===== src/rtl/jt1942_dwnld.sv =====
// jt1942_dwnld
//   Converts the MiST ioctl byte stream into SDRAM programming writes.
//   It also diverts the PROM region into on-chip 256x4 PROM write strobes.
//
//   Bytes below PROM_START are queued in a 2-entry buffer. The head entry is
//   presented on prog_* and is held until prog_ack. Bytes at or above
//   PROM_START produce a one-cycle strobe on prom_we[idx].
//
// Parameters
//   PROM_START  first ioctl byte address of the PROM region
//   PROM_CNT    number of 256x4 PROMs
//
// Ports
//   clk, rst_n                  system clock, async active-low reset
//   downloading                 ROM download in progress
//   ioctl_addr/data/wr          byte stream from the io controller
//   prog_addr/data/mask/we      SDRAM write request (word address, active-low byte mask)
//   prog_ack                    one-cycle acceptance from the SDRAM writer
//   prom_we/addr/din            PROM write port (prom_we is one-hot)
//   dwnld_done                  one-cycle pulse once the download ended and the buffer drained
//   overflow                    sticky: a byte was dropped because the buffer was full
//   checksum                    running byte sum
//
// Build option
//   JT1942_DWNLD_CHECKSUM_EN    when defined, checksum is a 16-bit wrapping sum of accepted
//                               bytes, cleared at download start. Otherwise it is tied to zero.
//
// state    | meaning
// ---------+-------------------------------------------------------
// ST_IDLE  | no download; waiting for the rising edge of downloading
// ST_LOAD  | download active; bytes are accepted
// ST_DRAIN | download ended; waiting for the buffer to empty

module jt1942_dwnld #(
    parameter logic [21:0] PROM_START = 22'h1_4000,
    parameter int          PROM_CNT   = 8
) (
    input  logic                clk,
    input  logic                rst_n,
    input  logic                downloading,
    input  logic [21:0]         ioctl_addr,
    input  logic [7:0]          ioctl_data,
    input  logic                ioctl_wr,
    output logic [21:0]         prog_addr,
    output logic [7:0]          prog_data,
    output logic [1:0]          prog_mask,
    output logic                prog_we,
    input  logic                prog_ack,
    output logic [PROM_CNT-1:0] prom_we,
    output logic [7:0]          prom_addr,
    output logic [3:0]          prom_din,
    output logic                dwnld_done,
    output logic                overflow,
    output logic [15:0]         checksum
);

    typedef enum logic [1:0] {
        ST_IDLE  = 2'd0,
        ST_LOAD  = 2'd1,
        ST_DRAIN = 2'd2
    } state_t;

    localparam logic [13:0] PROM_CNT_W = 14'(PROM_CNT);

    // Buffer entry layout: {word address[21:0], data[7:0], mask[1:0]}
    state_t                state_q, state_d;
    logic                  dl_q;
    logic [1:0]            cnt_q, cnt_d;
    logic [31:0]           head_q, head_d;
    logic [31:0]           spare_q, spare_d;
    logic                  prog_we_q, prog_we_d;
    logic [PROM_CNT-1:0]   prom_we_q, prom_we_d;
    logic [7:0]            prom_addr_q, prom_addr_d;
    logic [3:0]            prom_din_q, prom_din_d;
    logic                  done_q, done_d;
    logic                  overflow_q, overflow_d;

    logic                  dl_rise;
    logic                  wr_ok;
    logic                  is_prom;
    logic [21:0]           prom_off;
    logic [13:0]           prom_idx;
    logic                  prom_hit;
    logic                  sd_push;
    logic                  pop;
    logic                  push_ok;
    logic                  drop;
    logic [31:0]           new_entry;

    always_comb begin
        dl_rise   = downloading & ~dl_q;
        wr_ok     = ioctl_wr & downloading;
        is_prom   = ioctl_addr >= PROM_START;
        prom_off  = ioctl_addr - PROM_START;
        prom_idx  = prom_off[21:8];
        prom_hit  = wr_ok & is_prom & (prom_idx < PROM_CNT_W);
        sd_push   = wr_ok & ~is_prom;
        pop       = prog_we_q & prog_ack;
        // A full buffer still takes the byte when the head leaves in the same cycle.
        push_ok   = sd_push & ((cnt_q != 2'd2) | pop);
        drop      = sd_push & ~push_ok;
        new_entry = {1'b0, ioctl_addr[21:1], ioctl_data,
                     ioctl_addr[0] ? 2'b01 : 2'b10};
    end

    // Two-entry buffer: head_q drives prog_*, and spare_q holds the next entry.
    always_comb begin
        head_d  = head_q;
        spare_d = spare_q;
        cnt_d   = cnt_q;
        case ({push_ok, pop})
            2'b10: begin
                if (cnt_q == 2'd0) head_d  = new_entry;
                else               spare_d = new_entry;
                cnt_d = cnt_q + 2'd1;
            end
            2'b01: begin
                if (cnt_q == 2'd2) head_d = spare_q;
                cnt_d = cnt_q - 2'd1;
            end
            2'b11: begin
                if (cnt_q == 2'd1) begin
                    head_d = new_entry;
                end else begin
                    head_d  = spare_q;
                    spare_d = new_entry;
                end
            end
            default: ;
        endcase
        prog_we_d = (cnt_d != 2'd0);
    end

    always_comb begin
        prom_we_d   = '0;
        prom_addr_d = prom_addr_q;
        prom_din_d  = prom_din_q;
        if (prom_hit) begin
            for (int i = 0; i < PROM_CNT; i++) begin
                if (prom_idx == 14'(i)) prom_we_d[i] = 1'b1;
            end
            prom_addr_d = prom_off[7:0];
            prom_din_d  = ioctl_data[3:0];
        end
    end

    always_comb begin
        state_d = state_q;
        done_d  = 1'b0;
        case (state_q)
            ST_IDLE:  if (dl_rise) state_d = ST_LOAD;
            ST_LOAD:  if (!downloading) state_d = ST_DRAIN;
            ST_DRAIN: begin
                if ((cnt_q == 2'd0) && !prog_we_q) begin
                    state_d = ST_IDLE;
                    done_d  = 1'b1;
                end
            end
            default:  state_d = ST_IDLE;
        endcase
        overflow_d = (dl_rise ? 1'b0 : overflow_q) | drop;
    end

    always_ff @(posedge clk or negedge rst_n) begin
        if (!rst_n) begin
            state_q     <= ST_IDLE;
            dl_q        <= 1'b0;
            cnt_q       <= 2'd0;
            head_q      <= '0;
            spare_q     <= '0;
            prog_we_q   <= 1'b0;
            prom_we_q   <= '0;
            prom_addr_q <= '0;
            prom_din_q  <= '0;
            done_q      <= 1'b0;
            overflow_q  <= 1'b0;
        end else begin
            state_q     <= state_d;
            dl_q        <= downloading;
            cnt_q       <= cnt_d;
            head_q      <= head_d;
            spare_q     <= spare_d;
            prog_we_q   <= prog_we_d;
            prom_we_q   <= prom_we_d;
            prom_addr_q <= prom_addr_d;
            prom_din_q  <= prom_din_d;
            done_q      <= done_d;
            overflow_q  <= overflow_d;
        end
    end

`ifdef JT1942_DWNLD_CHECKSUM_EN
    logic [15:0] csum_q, csum_d;

    // Only bytes that actually landed somewhere are summed.
    // Dropped bytes and out-of-range PROM bytes are excluded.
    always_comb begin
        csum_d = (dl_rise ? 16'd0 : csum_q)
               + ((push_ok | prom_hit) ? {8'd0, ioctl_data} : 16'd0);
    end

    always_ff @(posedge clk or negedge rst_n) begin
        if (!rst_n) csum_q <= 16'd0;
        else        csum_q <= csum_d;
    end

    assign checksum = csum_q;
`else
    assign checksum = 16'd0;
`endif

    assign prog_addr  = head_q[31:10];
    assign prog_data  = head_q[9:2];
    assign prog_mask  = head_q[1:0];
    assign prog_we    = prog_we_q;
    assign prom_we    = prom_we_q;
    assign prom_addr  = prom_addr_q;
    assign prom_din   = prom_din_q;
    assign dwnld_done = done_q;
    assign overflow   = overflow_q;

endmodule


===== config.mk =====
export PLATFORM = sky130hd
export DESIGN_NAME = jt1942_dwnld
export DESIGN_NICKNAME = d
export VERILOG_FILES = /design/src/rtl/jt1942_dwnld.sv
export SDC_FILE = /design/constraint.sdc
export NUM_CORES = 1
export LEC_CHECK = 0
export ABC_AREA = 1
export CAP_MARGIN = 20
export CORE_MARGIN = 2
export CORE_UTILIZATION = 55
export CTS_CLUSTER_SIZE = 14
export DETAILED_ROUTE_END_ITERATION = 12
export GPL_ROUTABILITY_DRIVEN = 0
export PLACE_DENSITY = 0.86
export REMOVE_ABC_BUFFERS = 1
export SYNTH_ARGS = -nofsm -noshare
export SYNTH_HDL_FRONTEND = slang
export SYNTH_SLANG_ARGS = --single-unit

===== constraint.sdc =====
create_clock -name clk -period 4.3 [get_ports clk]
set_input_delay 0.645 -clock clk [delete_from_list [all_inputs] [get_ports clk]]
set_output_delay 0.645 -clock clk [all_outputs]
set_load 0.1 [all_outputs]

# Word level (Yosys, flattened, before mapping)
# Cells that the tools add are included.
op_classes:
  n_reduce_logical: 11
  n_addsub: 3
  bitwise_logic: 13
  mux: 25
  order_cmp: 2
  eq_ne: 22
ops:
  columns: ["op", "n"]
  rows:
  - ["$mux W32", 5]
  - ["$pmux W32 S3", 1]
  - ["$pmux W32 S2", 1]
  - ["$eq A14 B3 Y1 const B", 4]
  - ["$eq A14 B2 Y1 const B", 2]
  - ["$ge A22 B17 Y1 const B", 1]
  - ["$sub A22 B17 Y22 const B", 1]
  - ["$ne A2 B2 Y1 const B", 8]
  - ["$eq A14 B1 Y1 const B", 1]
  - ["$logic_not A14 Y1", 1]
  - ["$lt A14 B4 Y1 const B", 1]
  - ["$mux W1", 11]
  - ["$reduce_and A3 Y1", 3]
  - ["$and A1 B1 Y1", 8]
  - ["$eq A2 B2 Y1 const B", 4]
  - ["$mux W2", 4]
  - ["$mux W8", 1]
  - ["$eq A2 B1 Y1 const B", 3]
  - ["$pmux W2 S3", 1]
  - ["$logic_not A2 Y1", 2]
  - ["$pmux W2 S2", 1]
  - ["$reduce_bool A2 Y1", 2]
  - ["$not A1 Y1", 3]
  - ["$reduce_bool A3 Y1", 1]
  - ["5 further kinds", 6]
word_totals:
  register_bits: 92

# Depth between registers and ports, before layout
# Gate-level depths: netlist of the first run.
depth:
  word_depth: 7
  depth_mapped: 12
  ltp_nobuf: 11

# Least setup slack after synthesis of the first run
# No wires, ideal clock.
synth_timing:
  path_kind: "register -> register"
  from: "register prog_we_q, in the netlist prog_we"
  to: "register spare_q[22]"
  required_time_ns: 4.174
  arrival_time_ns: 2.152
  path_stages_with_launch: 10
  n_path_buf: 2
  path_slack_ns: 2.022
  path_cell_list: "dfrtp_1 -> nand2_1 -> inv_1 -> nor3_2 -> nand2_1 -> nand2_1 -> buf_6 -> buf_6 -> nand2_1 -> o21ai_0"
synth_between:
  elab_chain_len: 6
  elab_cells_between_ends: 10
  cone_classes: "4 x eq/ne; 1 x mux; 3 x bitwise; 2 x reduce/logical"
synth_lines:
  columns: ["item", "line", "text"]
  rows:
  - ["start: declaration", "71", "logic prog_we_q, prog_we_d;"]
  - ["start signal: assignment", "183", "prog_we_q <= prog_we_d;"]
  - ["$and A1 B1 Y1 *", "98", "pop = prog_we_q & prog_ack;"]
  - ["$or A1 B1 Y1", "100", "push_ok = sd_push & ((cnt_q != 2'd2) | pop);"]
  - ["$and A1 B1 Y1", "100", null]
  - ["$eq A2 B2 Y1", "111", "case ({push_ok, pop})"]
  - ["$ne A2 B2 Y1 (no line) / $reduce_bool A2 Y1 (equally long branches)", null, null]
  - ["$reduce_and A3 Y1 (no line)", null, null]
  - ["end signal: assignment", "182", "spare_q <= spare_d;"]
  - ["end: declaration", "70", "logic [31:0] spare_q, spare_d;"]
# Every way passes the cells marked *; elsewhere a longest branch is shown, timed or not.
# A chain may end at the register's enable or synchronous reset.

# Worst setup path after layout of the first run
layout_timing:
  from: "input port ioctl_addr[17]"
  to: "register spare_q[24]"
layout_between:
  elab_chain_len: 7
  elab_cells_between_ends: 11
  cone_classes: "1 x order compare; 4 x eq/ne; 1 x mux; 3 x bitwise; 2 x reduce/logical"
layout_lines:
  columns: ["item", "line", "text"]
  rows:
  - ["start: declaration", "41", "input logic [21:0] ioctl_addr,"]
  - ["$ge A22 B17 Y1 *", "93", "is_prom = ioctl_addr >= PROM_START;"]
  - ["$not A1 Y1 *", "97", "sd_push = wr_ok & ~is_prom;"]
  - ["$and A1 B1 Y1 *", "97", null]
  - ["$and A1 B1 Y1 *", "100", null]
  - ["$eq A2 B2 Y1", "111", null]
  - ["$ne A2 B2 Y1 (no line) / $reduce_bool A2 Y1 (equally long branches)", null, null]
  - ["$reduce_and A3 Y1 (no line)", null, null]
# Marked as above.

==> out/results.env, run 1 <==
DRTPASS1ITERATIONS=5
FINAL_UTIL_PCT=69.3
WORST_EP_REQUIRED_TIME_NS=4.56
CLKTRANSATPATHREGS_NS=0.09
GRT_ANTENNA_BEFORE_REPAIR=0
CLOCK_TREE_FROM_TRITONCTS='built'
SYNTH_SEQ_AREA_SHARE_PCT=47.7
CP_DATA_ARRIVAL_TIME_NS=3.45
SETUP_VIOLATIONS=0
MAX-CLOCK-PATH-BUFFERS=2
VIAS_PER_CELL=5.46
DIE-HEIGHT_UM=96.6
FP.DIEAREA_UM2=9340
POSTCTSHOLDBUFS=0
TIMING_MAX_TRANSITION_VIOLATIONS_FINAL=0
CRITICAL_PATH.MAX_FANOUT=56
YS_FF_LATCH=90
DRIVE_GT1_SHARE_PCT=4.69
SYNTHESIS.INSTANCES=651
GLOBAL_ROUTE.USAGE.TOTAL_PCT=26.5
DRT.ANTENNA.VIOLATING_NETS=0
RRSETUPSLACK_NS=1.81
WORST_R2R_ENDPOINT='spare_q[22]'
START_KIND='primary input'
INSERTEDDIODECOUNT=0
DRC_ERRORS=0
STORAGE_CELL_AREA_UM2=2250
CTS-RESIZED-GATES=0
GRT_SETUP_UNREPAIRED='no'
SYN-CELL-AREA_UM2=4720
FIRST_ITER_VIOLATIONS=402
AREA_GROWTH_PCT=21.4
FINAL_MIN_PERIOD_OVER_CLOCK_PERIOD_PCT=74.2
FLOORPLAN.DIE.WIDTH_UM=96.6
FINALWIRELENGTH_UM=12100
FIN_AREA_UM2=5730
MULTIINPUTGATEAREA_UM2=2020
PLACEDCELLCOUNT=817
PLACED_AREA_UM2=5550
PLACE.DETAILED.HPWL_UM=8080
GRT_MAX_DEGREE=60
GR-TOTAL-OVERFLOW=0
P_LEAK_nW=2.86
FIN_CELLS=830
INITIAL_CORE_UTIL_PCT=57.1
DESIGN.CORE.AREA_UM2=8260
MAX-VDD-IR-DROP_mV=0.622
OUTCOME='completed'
MAXCLOCKFREQUENCY_MHz=314
LAYOUT.CELLS.MOST_COMMON='nand2_1'
CTSHTREEMAXLEVEL=3
SLEW_HEADROOM_PCT=33.4
WORST_SLACK_NS=1.11
WIRE_LENGTH_OF_THE_FIRST_GLOBAL_ROUTING_PASS_UM=20400
CRIT-REG2REG-LAUNCH='cnt_q[0]'
STD_CELL_ROWS=33
POWERDENSITY_nW_PER_UM2=710
WORST-SETUP-PATH-TYPE='in -> reg'
CTS_INSERTED_BUFFERS=9
DR_TOTAL_VIAS=4533
MIN_PATH_TYPE='in -> async'
LENGTH_IN_CELLS_OF_THE_WORST_REG_TO_REG_PATH=7
CLOCK_PERIOD_MINUS_FINAL_WORST_SETUP_SLACK_NS=3.19
ENDPOINT_KIND_OF_THE_WORST_SETUP_TIMING_PATH='flop'
CLOCKROOTBUFFER='clkbuf_8'
YS_TYPES=23
POST_ROUTE_SETUP_TNS_NS=0
CAP_VIOLATIONS=0
FILLCELLCOUNT=675
WORST_CLOCK_SKEW_NS=0.00495
CTS_SETUP_BUFFERS=0
PIN_COUNT=106
YOSYS_SYNTHESIS_WARNING_COUNT=0
POST-LAYOUT-TOTAL-POWER_mW=4.06
POST-PLACE-WS_NS=0.810
LAYOUT_COMMON_CELLS='nand2_1 (266), dfrtp_1 (90), clkdlybuf4s50_1 (87), nand3_1 (78), inv_1 (55)'
SYNTH.AVG_CELL_AREA_UM2=7.25
BUFFER_PORTS.INSERTED=88
CLOCK_SINK_COUNT=90
NUM-NETS-FINAL=761
WORST_HOLD_SLACK_NS=0.344
CLKLATENCYLATEPIN_NS=0.36
TIGHTESTPINTRANSITION_NS=0.995
HOLD_VIOLATIONS=0
ROUTED_WIRELENGTH_NORMALIZED_BY_INSTANCE_COUNT_UM=14.5
NUMBER_OF_GLOBAL_ROUTE_VIAS_BEFORE_REPAIR=4471
==> final cells by class <==
class	count	area share (%)
flip-flops and latches	90	39.3
multi-input cells	470	35.2
repair buffers	95	16.3
inverters	57	3.74
clock buffers	10	2.40
well taps	105	2.29
clock inverters	3	0.743
==> cells by family (layout without fill, tap and decap cells) <==
kind of cell	after synthesis	in the layout	synth area share (%)
compound gates	63	63	6.79
buf+inv	107	165	11.0
fa+ha+maj	3	3	0.796
simple gates	387	387	33.6
flops	90	90	47.7
other cells	1	17	0.0795
==> worst max-delay path by stage <==
stage / endpoint / startpoint / slack [ns] / depth (start not counted)
after floorplan: spare_q[22] / prog_we / 0.11 / 5
after global placement: spare_q[4] / ioctl_addr[17] / 0.95 / 10
after detailed placement: spare_q[22] / ioctl_addr[17] / 0.81 / 10
after CTS: spare_q[24] / ioctl_addr[17] / 1.16 / 11
after global routing: spare_q[24] / ioctl_addr[17] / 0.84 / 11
final: spare_q[24] / ioctl_addr[17] / 1.11 / 11
==> layer usage <==
metal,vias to the layer above,global-route usage [%],routed length (µm)
met5,-,0,0
met4,0,12.7,395
met3,35,4.48,933
met2,234,45.7,5870
met1,2124,32.2,4880
li1,2140,-,-
==> sequential cells by signal, summed over array words and instances, names as in the netlist <==
signal      count
prog_we         1
cnt_q           2
prom_din        4
prom_we         8
head_q         31
prom_addr       8
dwnld_done      1
dl_q            1
spare_q        31
state_q         2
overflow        1
==> synth_stat cells, drive strengths merged <==
| library cell | instances | area share (%) |
|---|---|---|
| a211oi | 1 | 0.16 |
| a21oi | 1 | 0.11 |
| buf | 34 | 5.2 |
| clkbuf | 16 | 1.3 |
| conb | 1 | 0.079 |
| dfrtp | 90 | 48 |
| ha | 3 | 0.80 |
| inv | 57 | 4.5 |
| nand2 | 267 | 21 |
| nand3 | 79 | 8.5 |
| nand4 | 1 | 0.13 |
| nor2 | 31 | 2.6 |
| nor3 | 7 | 0.85 |
| o21ai | 60 | 6.4 |
| o31ai | 1 | 0.16 |
| or2 | 2 | 0.27 |
==> report_power, final <==
| part | internal [mW] | switching (mW) | leakage (nW) |
|---|---|---|---|
| Sequential | 1.09 | 0.148 | 1.07 |
| Clock | 0.274 | 0.288 | 0.0901 |
| Combinational | 0.538 | 1.73 | 1.71 |
==> critical path, stage by stage <==
cell	delay, ns
clkdlybuf4s50_1	0.52
nor2_2	0.19
nand2_1	0.08
nor2_2	0.14
nand3_2	0.26
nor3_2	0.22
nand2_1	0.08
buf_4	0.26
nand2_2	0.76
nand2_1	0.15
o21ai_1	0.13
Note: power is estimated with default switching activity, not from simulation.
==> run 2, diff against run 1 <==
--- a/config.mk
+++ b/config.mk
@@ -8,11 +8,11 @@
 export ABC_AREA = 1
 export CAP_MARGIN = 20
 export CORE_MARGIN = 2
-export CORE_UTILIZATION = 55
+export CORE_UTILIZATION = 51
 export CTS_CLUSTER_SIZE = 14
 export DETAILED_ROUTE_END_ITERATION = 12
 export GPL_ROUTABILITY_DRIVEN = 0
-export PLACE_DENSITY = 0.86
+export PLACE_DENSITY = 0.81
 export REMOVE_ABC_BUFFERS = 1
 export SYNTH_ARGS = -nofsm -noshare
 export SYNTH_HDL_FRONTEND = slang
==> constraint.sdc (replaced) <==
create_clock -name clk -period 3.05 [get_ports clk]
set_input_delay 0.4575 -clock clk [delete_from_list [all_inputs] [get_ports clk]]
set_output_delay 0.4575 -clock clk [all_outputs]
set_load 0.1 [all_outputs]
==> run 2 against run 1 <==
Net effect:
- critical path depth increased by 1
- non-clock buffer count increased by 7
- sequential share of layout area increased by 0.19 points
- largest cell class unchanged
- final cell count increased by 1.8%
- routed wire length decreased by 2.4%
- count of clock-buffer cells in the layout unchanged
- core utilization decreased by 6.8 points
- combinational power increased by 37%
- first-iteration DRC count decreased by 29%
- global-route usage decreased by 1.8 points
- clock power increased by 57%
==> out/results.env, run 2 (same netlist as run 1, synthesis figures left out) <==
SLEW_HEADROOM_PCT=57.6
ENDPOINT_KIND_OF_THE_WORST_SETUP_TIMING_PATH='flop'
AREA_GROWTH_PCT=20.8
NUM-NETS-FINAL=768
CRITPATHTOPFAMILY='simple AND/OR/NAND/NOR gates'
WORST-SETUP-PATH-TYPE='in -> reg'
GRT_ANTENNA_BEFORE_REPAIR=0
P_LEAK_nW=3.00
CTS_SETUP_BUFFERS=0
CTS-RESIZED-GATES=0
DRT.ANTENNA.VIOLATING_NETS=0
WORST_HOLD_SLACK_NS=0.109
TIMING_MAX_TRANSITION_VIOLATIONS_FINAL=0
CLKTRANSATPATHREGS_NS=0.09
WORST_PATH_BUFFER_PLUS_INVERTER_COUNT=3
TIGHTESTPINTRANSITION_NS=0.636
CTS_INSERTED_BUFFERS=9
HOLD_VIOLATIONS=0
POST-PLACE-WS_NS=0.331
ROUTED_WIRELENGTH_NORMALIZED_BY_INSTANCE_COUNT_UM=14.0
CAP_VIOLATIONS=0
CLOCKROOTBUFFER='clkbuf_8'
FINALWIRELENGTH_UM=11800
GRT_SETUP_UNREPAIRED='no'
BUFFER_PORTS.INSERTED=88
FIRST_ITER_VIOLATIONS=284
PLACED_AREA_UM2=5490
DRC_ERRORS=0
DESIGN.CORE.AREA_UM2=9110
WIRE_LENGTH_OF_THE_FIRST_GLOBAL_ROUTING_PASS_UM=19600
DRIVE_GT1_SHARE_PCT=13.1
MAXCLOCKFREQUENCY_MHz=416
DIE-HEIGHT_UM=100
CRITICAL_PATH.MAX_FANOUT=45
CLKLATENCYLATEPIN_NS=0.36
DR_TOTAL_VIAS=4419
START_KIND='primary input'
POWERDENSITY_nW_PER_UM2=1000
DRTPASS1ITERATIONS=5
REG_TOP3='head_q x31, spare_q x31'
CP_SLOWEST_CELL='clkdlybuf4s50_1'
MAX-VDD-IR-DROP_mV=0.708
PLACEDCELLCOUNT=830
TIMING.CRITICAL_PATH.SLOWEST_CELL_DELAY_NS=0.57
TIMING.CRITICAL_PATH.CELLS='clkdlybuf4s50_1 -> nor2_1 -> nor2_1 -> nor2_2 -> nand3_2 -> buf_4 -> nor2_2 -> nand2_1 -> nand2_2 -> buf_12 -> nand2_1 -> o21ai_0'
GRT_MAX_DEGREE=52
FINAL_UTIL_PCT=62.6
PIN_COUNT=106
INSERTEDDIODECOUNT=0
FP.DIEAREA_UM2=10000
WORST_EP_REQUIRED_TIME_NS=3.32
FILLCELLCOUNT=780
MAX-CLOCK-PATH-BUFFERS=2
VIAS_PER_CELL=5.23
CLOCK_PERIOD_MINUS_FINAL_WORST_SETUP_SLACK_NS=2.40
GR-TOTAL-OVERFLOW=0
FIN_CELLS=845
CTSHTREEMAXLEVEL=3
LAYOUT_COMMON_CELLS='nand2_1 (266), dfrtp_1 (90), nand3_1 (78), buf_4 (68), inv_1 (55)'
CP_DATA_ARRIVAL_TIME_NS=2.68
OUTCOME='completed'
POSTCTSHOLDBUFS=0
FINAL_MIN_PERIOD_OVER_CLOCK_PERIOD_PCT=78.8
NUMBER_OF_GLOBAL_ROUTE_VIAS_BEFORE_REPAIR=4280
SETUP_VIOLATIONS=0
GLOBAL_ROUTE.USAGE.TOTAL_PCT=24.6
PLACE.DETAILED.HPWL_UM=8000
MIN_PATH_TYPE='in -> async'
STD_CELL_ROWS=35
CLOCK_TREE_FROM_TRITONCTS='built'
FIN_AREA_UM2=5700
CLOCK_SINK_COUNT=90
WORST_SLACK_NS=0.646
INITIAL_CORE_UTIL_PCT=51.8
WORST_CLOCK_SKEW_NS=0.00974
LAYOUT.CELLS.MOST_COMMON='nand2_1'
FLOORPLAN.DIE.WIDTH_UM=100
-- run 2: through the flow --
stage	setup TNS, ns	total power, mW
2_1_floorplan	-64.00	4.12
3_3_place_gp	0	4.78
3_5_place_dp	0	4.85
4_1_cts	0	5.74
5_1_grt	0	6.05
6_report	0	5.72
-- run 2: path summary, 6_finish.rpt --
check,endpoint,slack [ns],cells after the start,from
setup / recovery,spare_q[2],0.65,12,ioctl_addr[15]
hold / removal,state_q[0],0.11,1,rst_n
setup reg to reg,head_q[28],1.11,8,cnt_q[1]
hold reg to reg,state_q[0],0.45,1,dl_q
max in group asynchronous,spare_q[5],2.19,2,rst_n
min in group clk,state_q[0],0.45,1,dl_q
-- run 2: area by class of cell --
class                   count  area (µm²)  share of cell area (%)
clock inverters             5        80.1                    1.41
clock buffers              10         128                    2.24
multi-input cells         470        2030                    35.5
flip-flops and latches     90        2250                    39.5
inverters                  57         214                    3.75
repair buffers            102         861                    15.1
well taps                 111         139                    2.44
-- run 2: per-layer routing --
metal  track usage, %  wire, µm
met1             32.3      4880
met2             40.5      5780
met3             4.18       831
met4             10.6       291
met5                0         0
-- run 2: power breakdown --
part	switching, mW	total [mW]	internal (mW)
combinational	2.41	3.10	0.698
sequential	0.196	1.73	1.53
clock	0.426	0.882	0.456
total	3.03	5.72	2.69
-- run 2: worst reg2reg max path: stages, from the launching register on --
cell,delay (ns)
dfrtp_1,0.39
inv_1,0.10
ha_2,0.41
buf_4,0.42
o21ai_0,0.17
nand2_1,0.09
nand3_1,0.12
nand3_1,0.09
nand2_1,0.06
==> run 3, diff against run 2 <==
--- a/config.mk
+++ b/config.mk
@@ -8,11 +8,11 @@
 export ABC_AREA = 1
 export CAP_MARGIN = 20
 export CORE_MARGIN = 2
-export CORE_UTILIZATION = 51
+export CORE_UTILIZATION = 46
 export CTS_CLUSTER_SIZE = 14
 export DETAILED_ROUTE_END_ITERATION = 12
 export GPL_ROUTABILITY_DRIVEN = 0
-export PLACE_DENSITY = 0.81
+export PLACE_DENSITY = 0.77
 export REMOVE_ABC_BUFFERS = 1
 export SYNTH_ARGS = -nofsm -noshare
 export SYNTH_HDL_FRONTEND = slang
==> constraint.sdc (replaced) <==
create_clock -name clk -period 2.1 [get_ports clk]
set_input_delay 0.315 -clock clk [delete_from_list [all_inputs] [get_ports clk]]
set_output_delay 0.315 -clock clk [all_outputs]
set_load 0.1 [all_outputs]
==> run 3 against run 2 <==
Net effect:
- routed wire length increased by 3.8%
- clock skew down 0.0013 ns
- clock power up 69%
- final cell count grew 5.4%
- sequential power rose by 46%
- first-iteration DRC count grew 1.8%
- register-to-register slack got worse by 0.78 ns
- global-route usage fell by 1.7 points
- setup slack worse by 0.44 ns
- core utilization is 1.9 points lower
- power increased by 51%
- count of clock-buffer cells in the layout increased by 2
- largest cell class unchanged
- largest power group unchanged
- highest routed layer unchanged
==> out/results.env, run 3 (same netlist as run 1, synthesis figures left out) <==
RRSETUPSLACK_NS=0.33
DESIGN.CORE.AREA_UM2=9860
START_KIND='primary input'
CLOCK_SINK_COUNT=90
CLOCKROOTBUFFER='clkbuf_8'
ROUTED_WIRELENGTH_NORMALIZED_BY_INSTANCE_COUNT_UM=13.7
MAXCLOCKFREQUENCY_MHz=529
SETUP_VIOLATIONS=0
FLOORPLAN.DIE.WIDTH_UM=105
REG_TOP3='head_q x31, spare_q x31'
CP_DATA_ARRIVAL_TIME_NS=2.21
BUFFER_PORTS.INSERTED=88
CRITICAL_PATH.MAX_FANOUT=20
LAYOUT_COMMON_CELLS='nand2_1 (266), dfrtp_1 (90), buf_4 (87), nand3_1 (78), inv_1 (55)'
CP_SLOWEST_CELL='clkdlybuf4s50_1'
ENDPOINT_KIND_OF_THE_WORST_SETUP_TIMING_PATH='flop'
WIRE_LENGTH_OF_THE_FIRST_GLOBAL_ROUTING_PASS_UM=20300
CTS-RESIZED-GATES=0
INSERTEDDIODECOUNT=0
TIMING.CRITICAL_PATH.CELLS='clkdlybuf4s50_1 -> nor2_2 -> nand2_1 -> nor2_2 -> nand3_2 -> buf_4 -> nor2_2 -> buf_4 -> o21ai_0 -> nand3_1 -> nand3_1 -> nand2_1'
WORST_HOLD_SLACK_NS=0.428
GLOBAL_ROUTE.USAGE.TOTAL_PCT=22.9
GRT_MAX_DEGREE=43
CTS_INSERTED_BUFFERS=9
FINALWIRELENGTH_UM=12200
MAX-CLOCK-PATH-BUFFERS=2
TIMING.CRITICAL_PATH.SLOWEST_CELL_DELAY_NS=0.44
WORST_EP_REQUIRED_TIME_NS=2.42
TIMING_MAX_TRANSITION_VIOLATIONS_FINAL=0
STD_CELL_ROWS=36
DRIVE_GT1_SHARE_PCT=15.7
FINAL_MIN_PERIOD_OVER_CLOCK_PERIOD_PCT=90.0
PIN_COUNT=106
AREA_GROWTH_PCT=26.8
HOLD_VIOLATIONS=0
FIRST_ITER_VIOLATIONS=289
DR_TOTAL_VIAS=4522
P_LEAK_nW=3.15
CLKTRANSATPATHREGS_NS=0.09
CPMOSTUSEDCELL='nor2_2'
NUM-NETS-FINAL=791
OUTCOME='completed'
GRT_ANTENNA_BEFORE_REPAIR=0
VIAS_PER_CELL=5.08
PLACEDCELLCOUNT=874
PLACE.DETAILED.HPWL_UM=8450
MIN_PATH_TYPE='in -> async'
FIN_CELLS=891
CTSHTREEMAXLEVEL=3
INITIAL_CORE_UTIL_PCT=47.8
DRTPASS1ITERATIONS=5
LAYOUT.CELLS.MOST_COMMON='nand2_1'
DRT.ANTENNA.VIOLATING_NETS=0
GRT_SETUP_UNREPAIRED='no'
CLOCK_TREE_FROM_TRITONCTS='built'
WORST_PATH_BUFFER_PLUS_INVERTER_COUNT=3
GR-TOTAL-OVERFLOW=0
NUMBER_OF_GLOBAL_ROUTE_VIAS_BEFORE_REPAIR=4356
WORST_CLOCK_SKEW_NS=0.00842
DRC_ERRORS=0
MAX-VDD-IR-DROP_mV=0.779
WORST-SETUP-PATH-TYPE='in -> reg'
CAP_VIOLATIONS=0
DIE-HEIGHT_UM=105
CRITPATHTOPFAMILY='buffers and inverters'
POWERDENSITY_nW_PER_UM2=1440
CLKLATENCYLATEPIN_NS=0.38
FP.DIEAREA_UM2=11100
CLOCK_PERIOD_MINUS_FINAL_WORST_SETUP_SLACK_NS=1.89
==> run 3: through the flow <==
stage	worst slack [ns]	utilization (%)	power, mW	TNS [ns]	area, µm²
floorplan	-2.09	-	5.98	-124.47	4470
global placement	-0.0687	58.0	7.05	-1.24	5720
detailed placement	-0.117	58.0	7.16	-3.91	5720
CTS	0.244	60.7	8.66	0	5980
global route	0.0567	60.7	9.09	0	5980
finish	0.209	60.7	8.63	0	5980
==> run 3: layer usage <==
metal | vias to the layer above | share of wire [%] | global-route usage, %
met1 | 2137 | 43 | 29.2
met3 | 22 | 6.3 | 4.51
met4 | 0 | 1.9 | 8.38
li1 | 2207 | - | -
met5 | - | 0 | 0
met2 | 156 | 49 | 38.6
==> run 3: repair_timing <==
item	CTS	global route
buffers inserted	0	0
hold buffers	1	0
endpoints found under the setup margin	0	0
endpoints found under the hold margin	34	0
==> run 3: final cells by class <==
type | count | area, µm²
inverters | 57 | 214
clock buffers | 12 | 155
well taps | 133 | 166
multi-input cells | 470 | 2030
clock inverters | 4 | 97.6
flip-flops and latches | 90 | 2250
repair buffers | 125 | 1070
fillers | 869 | 3880
==> run 3: power breakdown <==
part | switching, mW | internal (mW)
Combinational | 3.54 | 1.09
Clock | 0.637 | 0.856
Sequential | 0.290 | 2.23
==> run 3: worst paths after layout <==
check,startpoint,end,cells past startpoint
hold reg to reg,dl_q,state_q[0],1
setup / recovery,ioctl_addr[17],head_q[1],12
setup reg to reg,cnt_q[0],head_q[10],8
max in group asynchronous,rst_n,head_q[8],3
min in group clk,dl_q,state_q[0],1
hold / removal,rst_n,head_q[27],2
